===== src/rtl/keypad_pkg.sv =====
// Shared types and constants for the 4x4 keypad scanner.
// Optional auto-repeat is enabled with the KEYPAD_REPEAT_EN macro.
package keypad_pkg;

  localparam int NUM_ROWS = 4;
  localparam int NUM_COLS = 4;
  localparam int CODE_W   = 4;
  localparam int VALUE_W  = 16;

  typedef enum logic [1:0] {
    IDLE,
    PRESS_DB,
    HELD,
    RELEASE_DB
  } kp_state_e;

  typedef enum logic [1:0] {
    NONE,
    SINGLE,
    MULTI
  } scan_class_e;

endpackage


===== src/rtl/keypad_scan_core.sv =====
// Column drive, row synchroniser and per-scan snapshot of the key matrix.
// Emits one scan_done pulse per full scan with the scan's classification.
module keypad_scan_core
  import keypad_pkg::*;
#(
  parameter int SCAN_DIV = 12500
) (
  input  logic                clk,
  input  logic                rst_n,
  input  logic [NUM_ROWS-1:0] rows_n,
  output logic [NUM_COLS-1:0] cols_n,
  output logic                scan_done,
  output scan_class_e         scan_class,
  output logic [CODE_W-1:0]   scan_code
);

  localparam int DW = (SCAN_DIV > 1) ? $clog2(SCAN_DIV) : 1;
  localparam logic [DW-1:0] DWELL_MAX = DW'(SCAN_DIV - 1);

  logic [NUM_ROWS-1:0]          rows_s1_q, rows_s2_q;
  logic [DW-1:0]                dwell_q, dwell_d;
  logic [1:0]                   col_q, col_d;
  logic [NUM_COLS-1:0]          cols_n_q, cols_n_d;
  logic [NUM_ROWS*NUM_COLS-1:0] snap_q, snap_d;
  logic                         scan_done_q, scan_done_d;
  logic                         tick;
  logic [4:0]                   ones;
  logic [CODE_W-1:0]            code_c;

  always_comb begin
    tick        = (dwell_q == DWELL_MAX);
    dwell_d     = tick ? '0 : dwell_q + 1'b1;
    col_d       = col_q;
    cols_n_d    = cols_n_q;
    snap_d      = snap_q;
    scan_done_d = 1'b0;
    if (tick) begin
      // Rows for the driven column have settled through the synchroniser by now.
      for (int r = 0; r < NUM_ROWS; r++)
        snap_d[r*NUM_COLS + int'(col_q)] = ~rows_s2_q[r];
      col_d       = col_q + 2'd1;
      cols_n_d    = {cols_n_q[NUM_COLS-2:0], cols_n_q[NUM_COLS-1]};
      scan_done_d = (col_q == 2'd3);
    end
  end

  always_ff @(posedge clk or negedge rst_n) begin
    if (!rst_n) begin
      rows_s1_q   <= '1;
      rows_s2_q   <= '1;
      dwell_q     <= '0;
      col_q       <= '0;
      cols_n_q    <= 4'b1110;
      snap_q      <= '0;
      scan_done_q <= 1'b0;
    end else begin
      rows_s1_q   <= rows_n;
      rows_s2_q   <= rows_s1_q;
      dwell_q     <= dwell_d;
      col_q       <= col_d;
      cols_n_q    <= cols_n_d;
      snap_q      <= snap_d;
      scan_done_q <= scan_done_d;
    end
  end

  // scan_done trails the final capture by one cycle, so snap_q is whole here.
  always_comb begin
    ones   = '0;
    code_c = '0;
    for (int i = 0; i < NUM_ROWS*NUM_COLS; i++) begin
      ones = ones + {4'b0, snap_q[i]};
      if (snap_q[i]) code_c = CODE_W'(i);
    end
  end

  assign cols_n     = cols_n_q;
  assign scan_done  = scan_done_q;
  assign scan_code  = code_c;
  assign scan_class = (ones == 5'd0) ? NONE : (ones == 5'd1) ? SINGLE : MULTI;

endmodule


===== src/rtl/keypad_scanner.sv =====
// 4x4 hex keypad scanner: whole-scan debounce FSM and hex entry register.
// Define KEYPAD_REPEAT_EN to add auto-repeat while a key stays held.
module keypad_scanner
  import keypad_pkg::*;
#(
  parameter int SCAN_DIV           = 12500,
  parameter int DEBOUNCE_SCANS     = 10,
  parameter int REPEAT_DELAY_SCANS = 500,
  parameter int REPEAT_RATE_SCANS  = 100
) (
  input  logic                clk,
  input  logic                rst_n,
  input  logic [NUM_ROWS-1:0] rows_n,
  input  logic                clear,
  output logic [NUM_COLS-1:0] cols_n,
  output logic                key_valid,
  output logic [CODE_W-1:0]   key_code,
  output logic                key_down,
  output logic [VALUE_W-1:0]  value
);

  if (SCAN_DIV < 4 || DEBOUNCE_SCANS < 1 || REPEAT_DELAY_SCANS < 1 ||
      REPEAT_RATE_SCANS < 1) begin : g_param_chk
    $error("keypad_scanner: illegal parameter value");
  end

  localparam int CW = $clog2(DEBOUNCE_SCANS + 1);
  localparam logic [CW-1:0] DB_LAST = CW'(DEBOUNCE_SCANS - 1);

  logic              scan_done;
  scan_class_e       scan_class;
  logic [CODE_W-1:0] scan_code;

  keypad_scan_core #(.SCAN_DIV(SCAN_DIV)) u_core (
    .clk        (clk),
    .rst_n      (rst_n),
    .rows_n     (rows_n),
    .cols_n     (cols_n),
    .scan_done  (scan_done),
    .scan_class (scan_class),
    .scan_code  (scan_code)
  );

  kp_state_e          state_q, state_d;
  logic [CODE_W-1:0]  cand_q, cand_d;
  logic [CW-1:0]      cnt_q, cnt_d;
  logic               key_valid_q, key_valid_d;
  logic [CODE_W-1:0]  key_code_q, key_code_d;
  logic [VALUE_W-1:0] value_q, value_d;
  logic               accept;

`ifdef KEYPAD_REPEAT_EN
  localparam int RW = $clog2(REPEAT_DELAY_SCANS + REPEAT_RATE_SCANS + 1);
  localparam logic [RW-1:0] REP_FIRST = RW'(REPEAT_DELAY_SCANS);
  localparam logic [RW-1:0] REP_NEXT  = RW'(REPEAT_DELAY_SCANS + REPEAT_RATE_SCANS);
  logic [RW-1:0] rep_q, rep_d, rep_inc;
`endif

  always_comb begin
    state_d     = state_q;
    cand_d      = cand_q;
    cnt_d       = cnt_q;
    key_code_d  = key_code_q;
    value_d     = value_q;
    key_valid_d = 1'b0;
    accept      = 1'b0;
`ifdef KEYPAD_REPEAT_EN
    rep_d       = rep_q;
    rep_inc     = rep_q + 1'b1;
`endif
    if (scan_done) begin
      case (state_q)
        IDLE: if (scan_class == SINGLE) begin
          cand_d = scan_code;
          cnt_d  = CW'(1);
          if (DEBOUNCE_SCANS == 1) begin
            accept  = 1'b1;
            state_d = HELD;
          end else begin
            state_d = PRESS_DB;
          end
        end
        PRESS_DB: begin
          if (scan_class == SINGLE && scan_code == cand_q) begin
            cnt_d = cnt_q + 1'b1;
            if (cnt_q == DB_LAST) begin
              accept  = 1'b1;
              state_d = HELD;
            end
          end else begin
            state_d = IDLE;
          end
        end
        HELD: begin
          if (scan_class == NONE) begin
            cnt_d   = CW'(1);
            state_d = (DEBOUNCE_SCANS == 1) ? IDLE : RELEASE_DB;
          end
`ifdef KEYPAD_REPEAT_EN
          // Any key present (even ambiguous) keeps the hold and its repeat timer.
          else begin
            rep_d = rep_inc;
            if (rep_inc == REP_FIRST) accept = 1'b1;
            if (rep_inc == REP_NEXT) begin
              accept = 1'b1;
              rep_d  = REP_FIRST;
            end
          end
`endif
        end
        RELEASE_DB: begin
          if (scan_class == NONE) begin
            cnt_d = cnt_q + 1'b1;
            if (cnt_q == DB_LAST) state_d = IDLE;
          end else begin
            state_d = HELD;
          end
        end
        default: state_d = IDLE;
      endcase
    end
`ifdef KEYPAD_REPEAT_EN
    if (state_d == IDLE) rep_d = '0;
`endif
    if (accept) begin
      key_valid_d = 1'b1;
      key_code_d  = cand_d;
      value_d     = {value_q[VALUE_W-CODE_W-1:0], cand_d};
    end
    if (clear) value_d = '0;
  end

  always_ff @(posedge clk or negedge rst_n) begin
    if (!rst_n) begin
      state_q     <= IDLE;
      cand_q      <= '0;
      cnt_q       <= '0;
      key_valid_q <= 1'b0;
      key_code_q  <= '0;
      value_q     <= '0;
`ifdef KEYPAD_REPEAT_EN
      rep_q       <= '0;
`endif
    end else begin
      state_q     <= state_d;
      cand_q      <= cand_d;
      cnt_q       <= cnt_d;
      key_valid_q <= key_valid_d;
      key_code_q  <= key_code_d;
      value_q     <= value_d;
`ifdef KEYPAD_REPEAT_EN
      rep_q       <= rep_d;
`endif
    end
  end

  assign key_valid = key_valid_q;
  assign key_code  = key_code_q;
  assign value     = value_q;
  assign key_down  = (state_q == HELD) || (state_q == RELEASE_DB);

endmodule

===== config.mk =====
export PLATFORM = sky130hd
export DESIGN_NAME = keypad_scanner
export DESIGN_NICKNAME = d
export VERILOG_FILES = /design/src/rtl/keypad_pkg.sv /design/src/rtl/keypad_scan_core.sv /design/src/rtl/keypad_scanner.sv
export SDC_FILE = /design/constraint.sdc
export NUM_CORES = 1
export LEC_CHECK = 0
export ABC_AREA = 1
export BUFFER_PORTS_ARGS = -buffer_cell sky130_fd_sc_hd__buf_4
export CORE_AREA = 2 2 83 85
export DETAILED_ROUTE_END_ITERATION = 10
export DIE_AREA = 0 0 85 87
export PLACE_DENSITY_LB_ADDON = 0.05
export SETUP_SLACK_MARGIN = 0.5
export SLEW_MARGIN = 20
export SYNTH_ARGS = -nofsm -noshare
export SYNTH_HDL_FRONTEND = slang
export SYNTH_SLANG_ARGS = --single-unit

===== constraint.sdc =====
create_clock -name clk -period 9.1 [get_ports clk]
set_clock_uncertainty 0.1 [all_clocks]
set_input_delay 1.82 -clock clk [delete_from_list [all_inputs] [get_ports clk]]
set_output_delay 1.82 -clock clk [all_outputs]
set_load 0.03 [all_outputs]

# Word-level counts from Yosys, hierarchy flattened
# Cells that the tools add are included.
[totals]
romBits = 0
output_inout_bits = 26
ff_bits = 76
word_cells = 126
input_bits = 7
mem_count = 0
latch_bits = 0
ram_bits = 0
[classes]
n_eq_ne = 15
mux = 53
addsub = 21
bitwise_logic = 4
magnitude_cmp = 8
div = 0
shift = 0
mul = 0
n_reduce_logical = 12
[op_table]
columns = ["cell", "n"]
rows = [
  ["greater-or-equal comparator 32 x 1 -> 1 bit, second input constant", 3],
  ["less-than comparator 32 x 6 -> 1 bit, second input constant", 3],
  ["adder 5 x 1 -> 5 bit", 14],
  ["bitwise mux 16 bit", 4],
  ["2-to-1 mux 4 bit", 15],
  ["2-to-1 mux 16 bit", 2],
  ["2-to-1 mux 2 bit", 10],
  ["case mux 4 bit (4 select lines)", 1],
  ["adder 14 x 1 -> 14 bit, second input constant", 1],
  ["== test 14 bit, second input constant", 1],
  ["2-to-1 mux 14 bit", 1],
  ["demux 1 bit (select 4 bit)", 3],
  ["2-to-1 mux 3 bit", 4],
  ["2-to-1 mux 1 bit", 11],
  ["adder 4 x 2 -> 5 bit, first input constant", 2],
  ["AND reduction 5 bit", 2],
  ["!= test 2 bit, second input constant", 4],
  ["case mux 2 bit (4 select lines)", 1],
  ["== test 2 bit, second input constant", 3],
  ["!= test 3 bit, second input constant", 2],
  ["== test 5 x 1 -> 1 bit, second input constant", 1],
  ["logical AND 1 bit", 5],
  ["zero test 5 bit", 1],
  ["less-than comparator 2 x 5 -> 1 bit, second input constant", 1],
  ["13 further kinds", 18],
]

# Depth between registers and ports, before layout
# Gate-level depths: netlist of run 1.
[depth]
word_depth = 25
depth_mapped = 23
depth_no_buf = 23

# Hierarchy
# A second synthesis of run 1 with hierarchy kept.
[unflattened]
hier_cells = 447
area_unflattened_um2 = 3963.8
[modules_own_cells]
columns = ["mod", "area_per_inst_um2", "seq_area_each_um2", "cells_each", "instances"]
rows = [
  ["keypad_scan_core", 2452.4, 1139.8, 257, 1],
  ["keypad_scanner", 1511.4, 775.7, 190, 1],
]

# Worst setup path after synthesis of run 1
# Ideal clock, no wire load.
[synth_timing]
path_kind = "reg-to-reg"
startpoint = "register u_core.snap_q[1]"
endpoint = "register value_q[14] (netlist: value[14])"
setup_slack_ns = 4.092
setup_ns = 0.066
t_arrival_ns = 4.842
synth_period_minus_slack_ns = 5.008
path_stages_with_launch = 22
path_buffers = 1
required_time_ns = 8.934
cell_sequence = "dfrtp_1 ha_1 inv_1 fa_1 inv_1 fa_1 fa_1 inv_1 fa_1 fa_1 inv_1 fa_1 nor4_2 nand2_1 nor2_1 nand2_1 nor3_4 nand3_2 nor2_4 buf_6 nand4_1 nand2_1"
[synth_between]
elab_chain_len = 24
elab_cells_between_ends = 41
cone_classes = "15 x add/sub; 3 x eq/ne; 20 x mux; 3 x reduce/logical"
[synth_rtl]
columns = ["item", "line", "text"]
rows = [
  ["from (decl)", "keypad_scan_core.sv:24", "logic [NUM_ROWS*NUM_COLS-1:0] snap_q, snap_d;"],
  ["from (signal assigned)", "keypad_scan_core.sv:62", "snap_q <= snap_d;"],
  ["adder 1 x 1 -> 2 bit", "keypad_scan_core.sv:72", "ones = ones + {4'b0, snap_q[i]};"],
  ["adder 5 x 1 -> 5 bit (14 in series)", "keypad_scan_core.sv:72", ""],
  ["== test 5 x 1 -> 1 bit", "keypad_scan_core.sv:80", "assign scan_class = (ones == 5'd0) ? NONE : (ones == 5'd1) ? SINGLE : MULTI;"],
  ["2-to-1 mux 2 bit (2 in series)", "keypad_scan_core.sv:80", ""],
  ["== test 2 x 1 -> 1 bit", "keypad_scanner.sv:84", "if (scan_class == SINGLE && scan_code == cand_q) begin"],
  ["logical AND 1 bit *", "keypad_scanner.sv:84", ""],
  ["2-to-1 mux 1 bit *", "keypad_scanner.sv:84", ""],
  ["2-to-1 mux 1 bit *", "keypad_scanner.sv:72", "case (state_q)"],
  ["2-to-1 mux 1 bit *", "keypad_scanner.sv:71", "if (scan_done) begin"],
  ["nonzero test 2 bit (no line) *", "-", ""],
  ["to (signal assigned)", "keypad_scanner.sv:150", "value_q <= value_d;"],
  ["to (decl)", "keypad_scanner.sv:49", "logic [VALUE_W-1:0] value_q, value_d;"],
]
# Every way passes the cells marked *; elsewhere a longest branch is shown, timed or not.
# A chain may end at the register's enable or synchronous reset.

# Worst setup path in the final report of run 1
[layout_timing]
startpoint = "register u_core.snap_q[1]"
endpoint = "register key_code_q[3] (netlist: key_code[3])"
[layout_between]
elab_chain_len = 23
elab_cells_between_ends = 43
cone_classes = "15 x add/sub; 3 x eq/ne; 23 x mux; 2 x reduce/logical"
[layout_rtl]
columns = ["item", "line", "text"]
rows = [
  ["adder 1 x 1 -> 2 bit", "keypad_scan_core.sv:72", ""],
  ["adder 5 x 1 -> 5 bit (14 in series)", "keypad_scan_core.sv:72", ""],
  ["== test 5 x 1 -> 1 bit", "keypad_scan_core.sv:80", ""],
  ["2-to-1 mux 2 bit (2 in series)", "keypad_scan_core.sv:80", ""],
  ["== test 2 x 1 -> 1 bit", "keypad_scanner.sv:84", ""],
  ["logical AND 1 bit *", "keypad_scanner.sv:84", ""],
  ["2-to-1 mux 1 bit *", "keypad_scanner.sv:84", ""],
  ["2-to-1 mux 1 bit *", "keypad_scanner.sv:72", ""],
  ["2-to-1 mux 1 bit *", "keypad_scanner.sv:71", ""],
  ["net accept", "keypad_scanner.sv:50", "logic accept;"],
  ["to (signal assigned)", "keypad_scanner.sv:149", "key_code_q <= key_code_d;"],
  ["to (decl)", "keypad_scanner.sv:48", "logic [CODE_W-1:0] key_code_q, key_code_d;"],
]
# The timed path passes the listed nets; every way through them passes the cells marked *.

==> summary.md, run 1 <==
| Metric | Value |
|---|---|
| Status | finished, final reports clean |
| Top cell type's share of synthesized area | ~43% |
| Maximum clock rate | ~170 MHz |
| DR pass1 iterations | 5 |
| Postcts setup bufs | 0 |
| Cell leakage power | between 2 and 2.5 nW |
| Global-route wire length before repair | approximately 12000 um |
| Max-slew violations | 0 |
| Critical path class | register to register |
| Reg-to-reg endpoint | key_code[3] |
| Critical path endpoint | key_code[3] |
| Power Density | ~140 mW/mm2 |
| Clk sinks | 76 |
| Number of H-tree levels | 3 |
| Fill count | about 600 |
| Die area | between 0.007 and 0.008 mm2 |
| RSZ-0062 raised after global routing | no |
| Share of layout cells above drive strength 1 | 14.6% |
| Most numerous cell in the Yosys netlist | nand2_1 |
| Peak VDD IR | between 150 and 200 uV |
| Starting DRT DRC Count | between 100 and 150 |
| Non-filler instance count after layout | ~550 |
| Count of cell types in the netlist | 31 |
| CP arrival | 6050 ps |
| Initial antenna violation count | 0 |
| CP Launch Point | u_core.snap_q[1] |
| Hold Buf Count CTS | 0 |
| Post-CTS resize count | 0 |
| Syn-to-layout area delta | 12.3% |
| CTS Buffer Depth | 2 |
| Hold Path Class | register to register |
| Root Driver | clkbuf_8 |
| Syn. warnings | 0 |
| GPL Wtd Cong | 0.794 |
| Top_reg_cell synth | dfrtp_1 |
| Avg Inst Size Synth | 8.82 um2 |
| Critical path required time | ~9300 ps |
| Cell taking the most area after synthesis | dfrtp_1 |
| Top cells by count, synth | nand2_1 (119), dfrtp_1 (65), inv_1 (60), nand3_1 (31), o21ai_0 (31) |
| WL final | ~6600 um |
| Antenna viol nets, final | 0 |
| Post-Syn Area | ~0.0038 mm2 |
| Detailed placement HPWL | 4700 um |
| Ant diodes | 0 |
| Period minus WS final | just under 6000 ps |
| Initial core utilization | approximately 58% |
| Maxcap violations | 0 |
| Setup TNS Final | 0 ps |
| Vias in the first global route | approximately 2700 |
| Final setup viols | 0 |
| Mapped Cells | 430 |
| FP Rows | 30 |
| Final nets | slightly below 500 |
| Register area | 0.00192 mm2 |
| Total grt overflow | 0 |
| Critical Path Sink Type | register |
| Async S/R FF share, synth | 100% |
| Sequential fraction of the synthesis area | 50.5% |
| Largest net degree at the start of global routing | a little under 80 |
| Port bufs | 32 |
| Worst-Margin Slew | ~1000 ps |
| CTS tree | built |
| Via count | approximately 2800 |
| Cts bufs inserted | 9 |
| Core area | roughly 0.0066 mm2 |
| Wire per inst | between 10 and 15 um |
| Largest cells by area after synthesis | dfrtp_1 (43%), nand2_1 (12%), dfstp_2 (7.6%) |
| Critical Path Start Type | register |
| Die W | around 85 um |
| Cells on worst reg2reg path | 20 |
| Placed Cells | between 500 and 600 |
| FF-to-FF Start | u_core.snap_q[1] |
| Footprint of the multi-input gates | 0.00159 mm2 |
| Reg clk slew, reported paths | approximately 90 ps |
| CP max FO | 21 |
| Hold Violations, Final | 0 |
| Number of remaining DRC errors | 0 |
| Slew HR | roughly a third |
| #FFs+latches synth | 76 |
| Net Count, Synth | approximately 460 |
| Die span in y | 87 um |
| Clk_lat worst skew | roughly 350 ps |
| Vias per inst | around 5 |
| IO Pins | 33 |
| Post-synth EDFFs | 0 |
| Tcrit/Tclk final | between 60% and 70% |
| Global-route usage over all layers | about a fifth |
| Reg2Reg Setup Slack | 3250 ps |
[power by group]
group / switching (W) / total (W) / internal [W]
sequential: 0.00000102 / 0.000342 / 0.000341
clock: 0.000135 / 0.000238 / 0.000103
combinational: 0.00000815 / 0.00000984 / 0.00000169
[sequential cells by signal (all words and copies together), names as in the netlist]
register          cells
cnt_q                 4
u_core.col_q          2
u_core.rows_s1_q      4
u_core.scan_done      1
cand_q                4
key_code              4
u_core.rows_s2_q      4
u_core.dwell_q       14
key_valid             1
u_core.snap_q        16
u_core.cols_n         4
value                16
state_q               2
[area by class of cell]
type / instances / share of cell area (%)
Clock buffer: 9 / 2.91
Sequential cell: 76 / 45.0
Timing Repair Buffer: 32 / 5.64
Tap cell: 80 / 2.35
Clock inverter: 7 / 1.38
Multi-Input combinational cell: 281 / 37.3
Inverter: 62 / 5.46
[per-stage QoR]
step	hold WS (ps)	power [W]	setup slack [ps]	area, um2	utilization (%)
6_report	253	0.000589	3250	4260	64.8
5_1_grt	263	0.000613	2730	4260	64.8
4_1_cts	259	0.000598	3240	4260	64.8
3_5_place_dp	247	0.000359	3240	4080	62.1
3_3_place_gp	246	0.000359	3300	4080	62.1
2_1_floorplan	245	0.000350	4090	3790	-
[layout by cell type, fill, tap and decap left out, types with 4 or more instances in the layout]
cell,n
inv_1,60
nand3_1,31
xor2_1,7
fa_1,10
nor2_1,23
nor3_1,5
dfrtp_1,65
dfstp_2,11
buf_4,32
a21oi_1,5
clkbuf_8,9
nand4_1,20
o21ai_0,31
clkinvlp_4,4
nand2_1,119
ha_1,12
[logic make-up (layout without fill, tap and decap cells)]
group                      after synthesis  after routing  synth area share [%]
AOI/OAI and AO/OA                       41             41                  5.84
xor gates and xnor gates                 7              7                  1.62
adders and majority gates               22             22                  9.24
buffers and inverters                   73            110                  7.59
DFF                                     76             76                  50.5
and+or+nand+nor                        211            211                  25.2
[critical path, cell delays in order, from the launching register on]
cell and delay, ps:
dfrtp_1 410, ha_1 280, inv_1 40, fa_1 470
inv_1 50, fa_1 470, fa_1 510, inv_1 50
fa_1 450, fa_1 390, inv_1 80, fa_1 410
nor4_2 260, nand2_1 80, nor2_1 170, nand2_1 120
nor3_4 240, nand4_1 690, inv_1 370, nand2_1 90
nand2_1 70
[worst min-delay path by stage]
stage | startpoint | end | slack (ps) | depth (start not counted)
after floorplan | u_core.rows_s1_q[0] | u_core.rows_s2_q[0] | 250 | 0
after global placement | u_core.rows_s1_q[0] | u_core.rows_s2_q[0] | 250 | 0
after detailed placement | u_core.rows_s1_q[1] | u_core.rows_s2_q[1] | 250 | 0
after CTS | u_core.rows_s1_q[1] | u_core.rows_s2_q[1] | 260 | 0
after global routing | u_core.rows_s1_q[1] | u_core.rows_s2_q[1] | 260 | 0
final | u_core.rows_s1_q[1] | u_core.rows_s2_q[1] | 250 | 0
[routing by layer]
| layer | GRT usage, % | vias to the layer above | wire length [um] |
|---|---|---|---|
| met1 | 25.3 | 1313 | 3110 |
| met5 | 0 | - | 0 |
| met2 | 34.1 | 52 | 3210 |
| met4 | 8.37 | 0 | 61 |
| met3 | 3.41 | 4 | 249 |
| li1 | - | 1432 | - |
No activity file was read; power rests on OpenSTA's default activity.
==> inputs of run 2 (changes only) <==
Settings changed: ABC_AREA 1 to 0.
Clock period 9.1 ns to 5.5 ns, I/O delays scaled along.
==> run 2 against run 1 <==
Power up 77%. Combinational power up 57%. Design area up 6.2%. Register-to-register slack worse by 2700 ps. Sequential power up 65%. Worst setup slack worse by 2700 ps. Hold slack worse by 8.0 ps. Critical path depth down 4. Area after synthesis down 0.73%. Fmax up 17%. Critical endpoint is now value[12]. Clock power up 94%. First-iteration DRC count down 25%.
==> summary.md, run 2 <==
| Metric | Value |
|---|---|
| Sequential fraction of the synthesis area | between 50% and 60% |
| Top cell type's share of synthesized area | between 40% and 50% |
| Max-slew violations | 0 |
| Die W | between 80 and 90 um |
| Non-filler instance count after layout | ~500 |
| CP max FO | 8 |
| Hold worst-path end | u_core.rows_s2_q[2] |
| Hold Violations, Final | 0 |
| Root Driver | clkbuf_8 |
| Core area | about 0.0066 mm2 |
| Slew HR | about two fifths |
| Vias per inst | ~5.4 |
| Total grt overflow | 0 |
| Period minus WS final | roughly 5000 ps |
| Critical path required time | between 5000 and 6000 ps |
| Syn-to-layout area delta | 20.1% |
| Critical path class | register to register |
| GPL Wtd Cong | just under 0.8 |
| Status | finished, final reports clean |
| Peak VDD IR | between 200 and 300 uV |
| Syn. warnings | 0 |
| Setup TNS Final | 0 ps |
| #FFs+latches synth | 76 |
| Vias in the first global route | approximately 2500 |
| Clk sinks | 76 |
| Final nets | 439 |
| RSZ-0062 raised after global routing | yes |
| Maxcap violations | 0 |
| DR pass1 iterations | 4 |
| Via count | between 2000 and 3000 |
| Post-Syn Area | around 0.0038 mm2 |
| Commonest non-fill, non-tap cell in the layout | dfrtp_1 |
| Reg-to-reg endpoint | value[12] |
| Hold depth | 0 |
| Global-route wire length before repair | around 12000 um |
| Hold Crit Start | u_core.rows_s1_q[2] |
| Net Count, Synth | slightly below 400 |
| Global-route usage over all layers | 20.4% |
| Hold Path Class | register to register |
| Largest cells by area after synthesis | dfrtp_1 (43%), dfstp_2 (7.7%), nand2_1 (6.6%) |
| Share of layout cells above drive strength 1 | 29.2% |
| Worst-Margin Slew | ~930 ps |
| Async S/R FF share, synth | 100% |
| Placed Cells | between 400 and 500 |
| Cts bufs inserted | 9 |
| Starting DRT DRC Count | 90 |
| Largest net degree at the start of global routing | 77 |
| Number of remaining DRC errors | 0 |
| Post-synth EDFFs | 0 |
| Die span in y | 87 um |
| Port bufs | 32 |
| Count of cell types in the netlist | 55 |
| Avg Inst Size Synth | a little over 10 um2 |
| Cells on worst reg2reg path | 16 |
| Cell taking the most area after synthesis | dfrtp_1 |
| Ant diodes | 0 |
| Initial antenna violation count | 0 |
| Clk_lat worst skew | about 350 ps |
| Initial core utilization | between 50% and 60% |
| WL final | 7100 um |
| Die area | between 0.007 and 0.008 mm2 |
| Mapped Cells | approximately 360 |
| Power Density | around 230 mW/mm2 |
| CTS Buffer Depth | 2 |
| Most numerous cell in the Yosys netlist | nand2_1 |
| Top_reg_cell synth | dfrtp_1 |
| Final setup viols | 0 |
| FF-to-FF Start | u_core.snap_q[0] |
| Antenna viol nets, final | 0 |
| Top cells by count, synth | nand2_1 (66), dfrtp_1 (65), inv_1 (28), nor2_1 (28), o21ai_0 (22) |
| Reg2Reg Setup Slack | approximately 510 ps |
| Number of H-tree levels | 3 |
| IO Pins | 33 |
| Tcrit/Tclk final | around 91% |
| Reg clk slew, reported paths | about 90 ps |
| Most frequent cells in the layout | dfrtp_1 (65), nand2_1 (50), buf_4 (41), nor2_1 (28), inv_1 (27) |
| Cell leakage power | approximately 2.1 nW |
| Maximum clock rate | between 200 and 250 MHz |
| FP Rows | 30 |
| CP arrival | just over 5000 ps |
| Critical Path Sink Type | register |
| CTS tree | built |
| Wire per inst | ~14 um |
| Critical Path Start Type | register |
| Detailed placement HPWL | 4640 um |
## run 2: cell types whose count changed after synthesis, moves of 5 or more
cell / delta
nor2_1: +5
nand3_1: -23
mux2_2: +6
a21oi_1: +15
xnor2_1: +5
nand4_1: -19
nand2_1: -53
o21ai_0: -9
inv_1: -32
## run 2: layout make-up
type | count | area, um2
Tap cell | 80 | 100
Multi-Input combinational cell | 249 | 1820
Timing Repair Buffer | 46 | 364
Fill cell | 494 | 2050
Clock inverter | 7 | 93.8
Sequential cell | 76 | 1920
Inverter | 28 | 105
Clock buffer | 9 | 124
## run 2: worst max-delay path by stage
| stage | start | depth (start not counted) | to |
|---|---|---|---|
| 3_3_place_gp | u_core.snap_q[0] | 19 | cnt_q[2] |
| 3_5_place_dp | u_core.snap_q[1] | 19 | cnt_q[2] |
| 6_report | u_core.snap_q[0] | 16 | value[12] |
| 2_1_floorplan | u_core.snap_q[1] | 20 | value[1] |
| 5_1_grt | u_core.snap_q[0] | 19 | value[0] |
| 4_1_cts | u_core.snap_q[0] | 17 | value[12] |
## run 2: layer usage
| layer | share of wire, % | global-route usage, % | wire length, um | vias to the layer above |
|---|---|---|---|---|
| met1 | 46 | 26.7 | 3300 | 1296 |
| met5 | 0 | 0 | 0 | - |
| li1 | - | - | - | 1314 |
| met3 | 3.0 | 5.31 | 214 | 9 |
| met2 | 50 | 33.8 | 3530 | 45 |
| met4 | 0.92 | 5.77 | 65 | 0 |
## run 2: timing repair
item,in CTS,in global routing
cloned,2,1
setup endpoints to repair,23,25
buffers inserted,4,2
hold buffers,0,0
pin swaps,7,11
resized for setup,24,20
## run 2: through the flow
step	hold WS [ps]	cell area (um2)	util, %	worst slack, ps	total power, W
final	245	4520	68.8	507	0.00104
after global placement	246	4090	62.3	373	0.000592
after global routing	250	4520	68.8	340	0.00108
after CTS	252	4410	67.2	467	0.00106
after detailed placement	248	4090	62.3	282	0.000593
after floorplan	245	3780	-	451	0.000578
## run 2: where the power goes
group	leakage, nW	switching [W]	internal, W	total [W]
Combinational	1.01	0.0000127	0.00000274	0.0000154
Clock	0.107	0.000240	0.000222	0.000462
Sequential	1.01	0.00000183	0.000564	0.000566
Total	2.13	0.000254	0.000789	0.00104
## run 2: logic make-up (layout without fill, tap and decap cells)
group,after synthesis,count (layout),share of synthesized area (%)
buf+inv,38,90,4.26
simple gates,142,142,19.5
xor+xnor,13,13,3.03
fa+ha+maj,22,22,9.31
mux,10,10,2.86
compound gates,62,62,10.1
flops,76,76,50.9
## run 2: worst max-delay path, cell delays in order (launching register included)
cell     delay, ps
dfrtp_1        400
ha_1           280
inv_1           40
fa_1           470
inv_1           50
fa_1           450
fa_1           490
inv_1           50
fa_1           490
fa_2           460
or2_2          340
nor2_1         140
mux2i_2        140
or4_4          670
buf_6          180
nand2_1         60
a21oi_1         50
==> inputs of run 3 (changes only) <==
Settings changed: CORE_AREA 2 2 83 85 to 2 2 84 86, DIE_AREA 0 0 85 87 to 0 0 86 88, SYNTH_HIERARCHICAL set to 1.
==> run 3 against run 2 <==
Sequential power is essentially flat. First-iteration DRC count increased by 19%. Area after synthesis is 2.0% higher. Fmax is 4.2% higher. Via count increased by 1.7%. Synthesized cell count increased by 0.55%.
==> summary.md, run 3 <==
| Metric | Value |
|---|---|
| Status | finished, final reports clean |
| Largest net degree at the start of global routing | 77 |
| Cts bufs inserted | 9 |
| Port bufs | 32 |
| Die span in y | between 80 and 90 um |
| Worst-Margin Slew | between 900 and 1000 ps |
| Maxcap violations | 0 |
| Post-synth EDFFs | 0 |
| Hold Buf Count CTS | 0 |
| Tcrit/Tclk final | 87.1% |
| Critical path class | register to register |
| Sw Ratio | a little over a fifth |
| Commonest non-fill, non-tap cell in the layout | dfrtp_1 |
| Metal-1 WL | around 3300 um |
| Top_reg_cell synth | dfrtp_1 |
| IO Pins | 33 |
| Core area | 0.00664 mm2 |
| Detailed placement HPWL | 4800 um |
| Power Density | 234 mW/mm2 |
| Avg Inst Size Synth | roughly 11 um2 |
| Global-route usage over all layers | about a fifth |
| CP peak stage delay | between 500 and 600 ps |
| Switching pwr | 0.000223 W |
| Async S/R FF share, synth | 100% |
| Sequential fraction of the synthesis area | 49.9% |
| CP Launch Point | u_core/snap_q[13] |
| Syn-to-layout area delta | 16.9% |
| Reg-to-reg endpoint | value[11] |
| Initial core utilization | between 50% and 60% |
| WL met3 | 227 um |
| Slew HR | 36.7% |
| Reg2Reg Setup Slack | between 700 and 800 ps |
| WHS | 254 ps |
| DR pass1 iterations | 4 |
| Peak VDD IR | ~220 uV |
| #FFs+latches synth | between 70 and 80 |
| Share of layout cells above drive strength 1 | a little over a fifth |
| Number of H-tree levels | 3 |
| Critical Path Sink Type | register |
| Syn. warnings | 6 |
| Hold Violations, Final | 0 |
| GPL Wtd Cong | 0.803 |
| Total grt overflow | 0 |
| Register area | about 0.0019 mm2 |
| Comb power frac | roughly 1.5% |
| Maximum clock rate | around 210 MHz |
| Final instance area | between 0.004 and 0.005 mm2 |
| Pint | between 0.0008 and 0.0009 W |
| Top cells by count, synth | dfrtp_1 (65), nor2_1 (40), inv_1 (38), nand2_1 (29), o21ai_1 (20) |
| Clock power frac | 44.5% |
| Reg clk slew, reported paths | around 80 ps |
| Met2 WL | roughly 3500 um |
| Net Count, Synth | a little under 400 |
| Via count | ~2700 |
| Fill count | approximately 500 |
| Number of remaining DRC errors | 0 |
| Slowest CP cell | fa_1 |
| Die area | ~0.0076 mm2 |
| Mapped Cells | 365 |
| Die W | ~86 um |
| Cell leakage power | 2.17 nW |
| RSZ-0062 raised after global routing | no |
| Critical Path Start Type | register |
| Most frequent cells in the layout | dfrtp_1 (65), nor2_1 (39), buf_4 (36), inv_1 (35), nand2_1 (29) |
| Critical path endpoint | value[11] |
| Footprint of the multi-input gates | between 0.0015 and 0.002 mm2 |
| Top sig layer | met4 |
| CP max FO | 6 |
| WL final | 7140 um |
| Clk sinks | between 70 and 80 |
| Antenna viol nets, final | 0 |
| Global-route wire length before repair | 12400 um |
| FP Rows | 30 |
| Starting DRT DRC Count | between 100 and 150 |
| CTS tree | built |
| Top cell type's share of synthesized area | 42.4% |
| Most frequent CP cell | fa_1 |
| Wire per inst | 14.6 um |
| Critical path required time | between 5000 and 6000 ps |
| Period minus WS final | between 4000 and 5000 ps |
| FF-to-FF Start | u_core/snap_q[13] |
| Final setup viols | 0 |
| CTS Buffer Depth | 2 |
| Clk_lat worst skew | around 340 ps |
| Max-slew violations | 0 |
| Count of cell types in the netlist | 54 |
| Hold Path Class | register to register |
| Final nets | ~430 |
| Seq pwr share | a little over half |
| Placed inst area | approximately 0.004 mm2 |
| Setup TNS Final | 0 ps |
| Initial antenna violation count | 0 |
| Ant diodes | 0 |
| Post-Syn Area | between 0.003 and 0.004 mm2 |
| Fin util | about 68% |
| Cell taking the most area after synthesis | dfrtp_1 |
| Most numerous cell in the Yosys netlist | dfrtp_1 |
| Vias in the first global route | ~2700 |
| Largest cells by area after synthesis | dfrtp_1 (42%), dfstp_2 (7.5%), fa_1 (5.2%) |
| Cells on worst reg2reg path | 19 |
| Root Driver | clkbuf_8 |
| CP arrival | 4930 ps |
| Vias per inst | 5.55 |
| Worst path cell trace | fa_1 -> inv_1 -> fa_1 -> inv_1 -> fa_1 -> inv_1 -> fa_1 -> inv_1 -> ha_2 -> fa_1 -> nor3_2 -> o21ai_2 -> nor2_4 -> inv_2 -> nor3_4 -> and3_4 -> clkbuf_16 -> mux2i_1 -> nor2_1 |
-- run 3: cell types whose count changed after synthesis, moves of 10 or more --
| cell | previous run | this run |
|---|---|---|
| nor2_1 | 28 | 40 |
| mux2i_1 | 4 | 18 |
| o21ai_1 | 0 | 20 |
| nand2_1 | 66 | 29 |
| a21oi_1 | 20 | 9 |
| inv_1 | 28 | 38 |
-- run 3: cell families (layout without fill, tap and decap cells) --
| family | count (synthesis) | count (layout) | share of synthesized area, % |
|---|---|---|---|
| AOI/OAI and AO/OA | 69 | 69 | 11.2 |
| and+or+nand+nor | 113 | 114 | 15.2 |
| muxes | 19 | 19 | 4.99 |
| buffers and inverters | 51 | 93 | 6.16 |
| xor gates and xnor gates | 15 | 15 | 3.42 |
| adders and majority gates | 22 | 22 | 9.13 |
| DFF | 76 | 76 | 49.9 |
-- run 3: critical path, delay by kind of cell, from the launching register on --
| family | cells | cell delay [ps] |
|---|---|---|
| AOI/OAI and AO/OA | 1 | 100 |
| adders and majority gates | 6 | 2560 |
| buffers and inverters | 6 | 420 |
| DFF | 1 | 450 |
| muxes | 1 | 170 |
| and+or+nand+nor | 5 | 880 |
-- run 3: timing repair --
| action | in CTS | in global routing |
|---|---|---|
| buffers inserted | 2 | 3 |
| cloned | 1 | 1 |
| setup endpoints to repair | 21 | 29 |
| pin swaps | 1 | 6 |
| resized for setup | 3 | 19 |
-- run 3: how the worst min path moves through the flow --
stage | start | end | slack (ps) | cells after the start
after global placement | u_core/rows_s1_q[0] | u_core/rows_s2_q[0] | 250 | 0
final | u_core/rows_s1_q[2] | u_core/rows_s2_q[2] | 250 | 0
after floorplan | u_core/rows_s1_q[0] | u_core/rows_s2_q[0] | 250 | 0
after detailed placement | u_core/rows_s1_q[0] | u_core/rows_s2_q[0] | 250 | 0
after global routing | u_core/rows_s1_q[2] | u_core/rows_s2_q[2] | 250 | 0
after CTS | u_core/rows_s1_q[2] | u_core/rows_s2_q[2] | 250 | 0
-- run 3: final cells by class --
cell class | instances | share of cell area [%]
Timing Repair Buffer | 39 | 7.47
Clock inverter | 5 | 1.90
Inverter | 38 | 3.18
Tap cell | 80 | 2.23
Multi-Input combinational cell | 239 | 39.6
Clock buffer | 11 | 2.93
Sequential cell | 76 | 42.7
-- run 3: metrics by stage --
step                instances  power (W)  worst slack [ps]
floorplan                 365   0.000578               550
global placement          465   0.000593               451
detailed placement        465   0.000593               273
CTS                       484    0.00106               542
global route              488    0.00109               481
finish                    488    0.00105               710
-- run 3: power by group through the flow --
| stage | registers [W] | logic [W] | clock network [W] |
|---|---|---|---|
| final | 0.000566 | 0.0000154 | 0.000467 |
| after detailed placement | 0.000577 | 0.0000160 | 0 |
| after floorplan | 0.000576 | 0.00000168 | 0 |
| after CTS | 0.000566 | 0.0000160 | 0.000481 |
| after global routing | 0.000566 | 0.0000184 | 0.000507 |
| after global placement | 0.000577 | 0.0000160 | 0 |
-- run 3: metal layers --
metal / vias to the layer above / global-route usage, %
li1: 1320 / -
met1: 1327 / 27.8
met2: 48 / 33.8
met3: 13 / 4.90
met4: 0 / 7.22
met5: - / 0
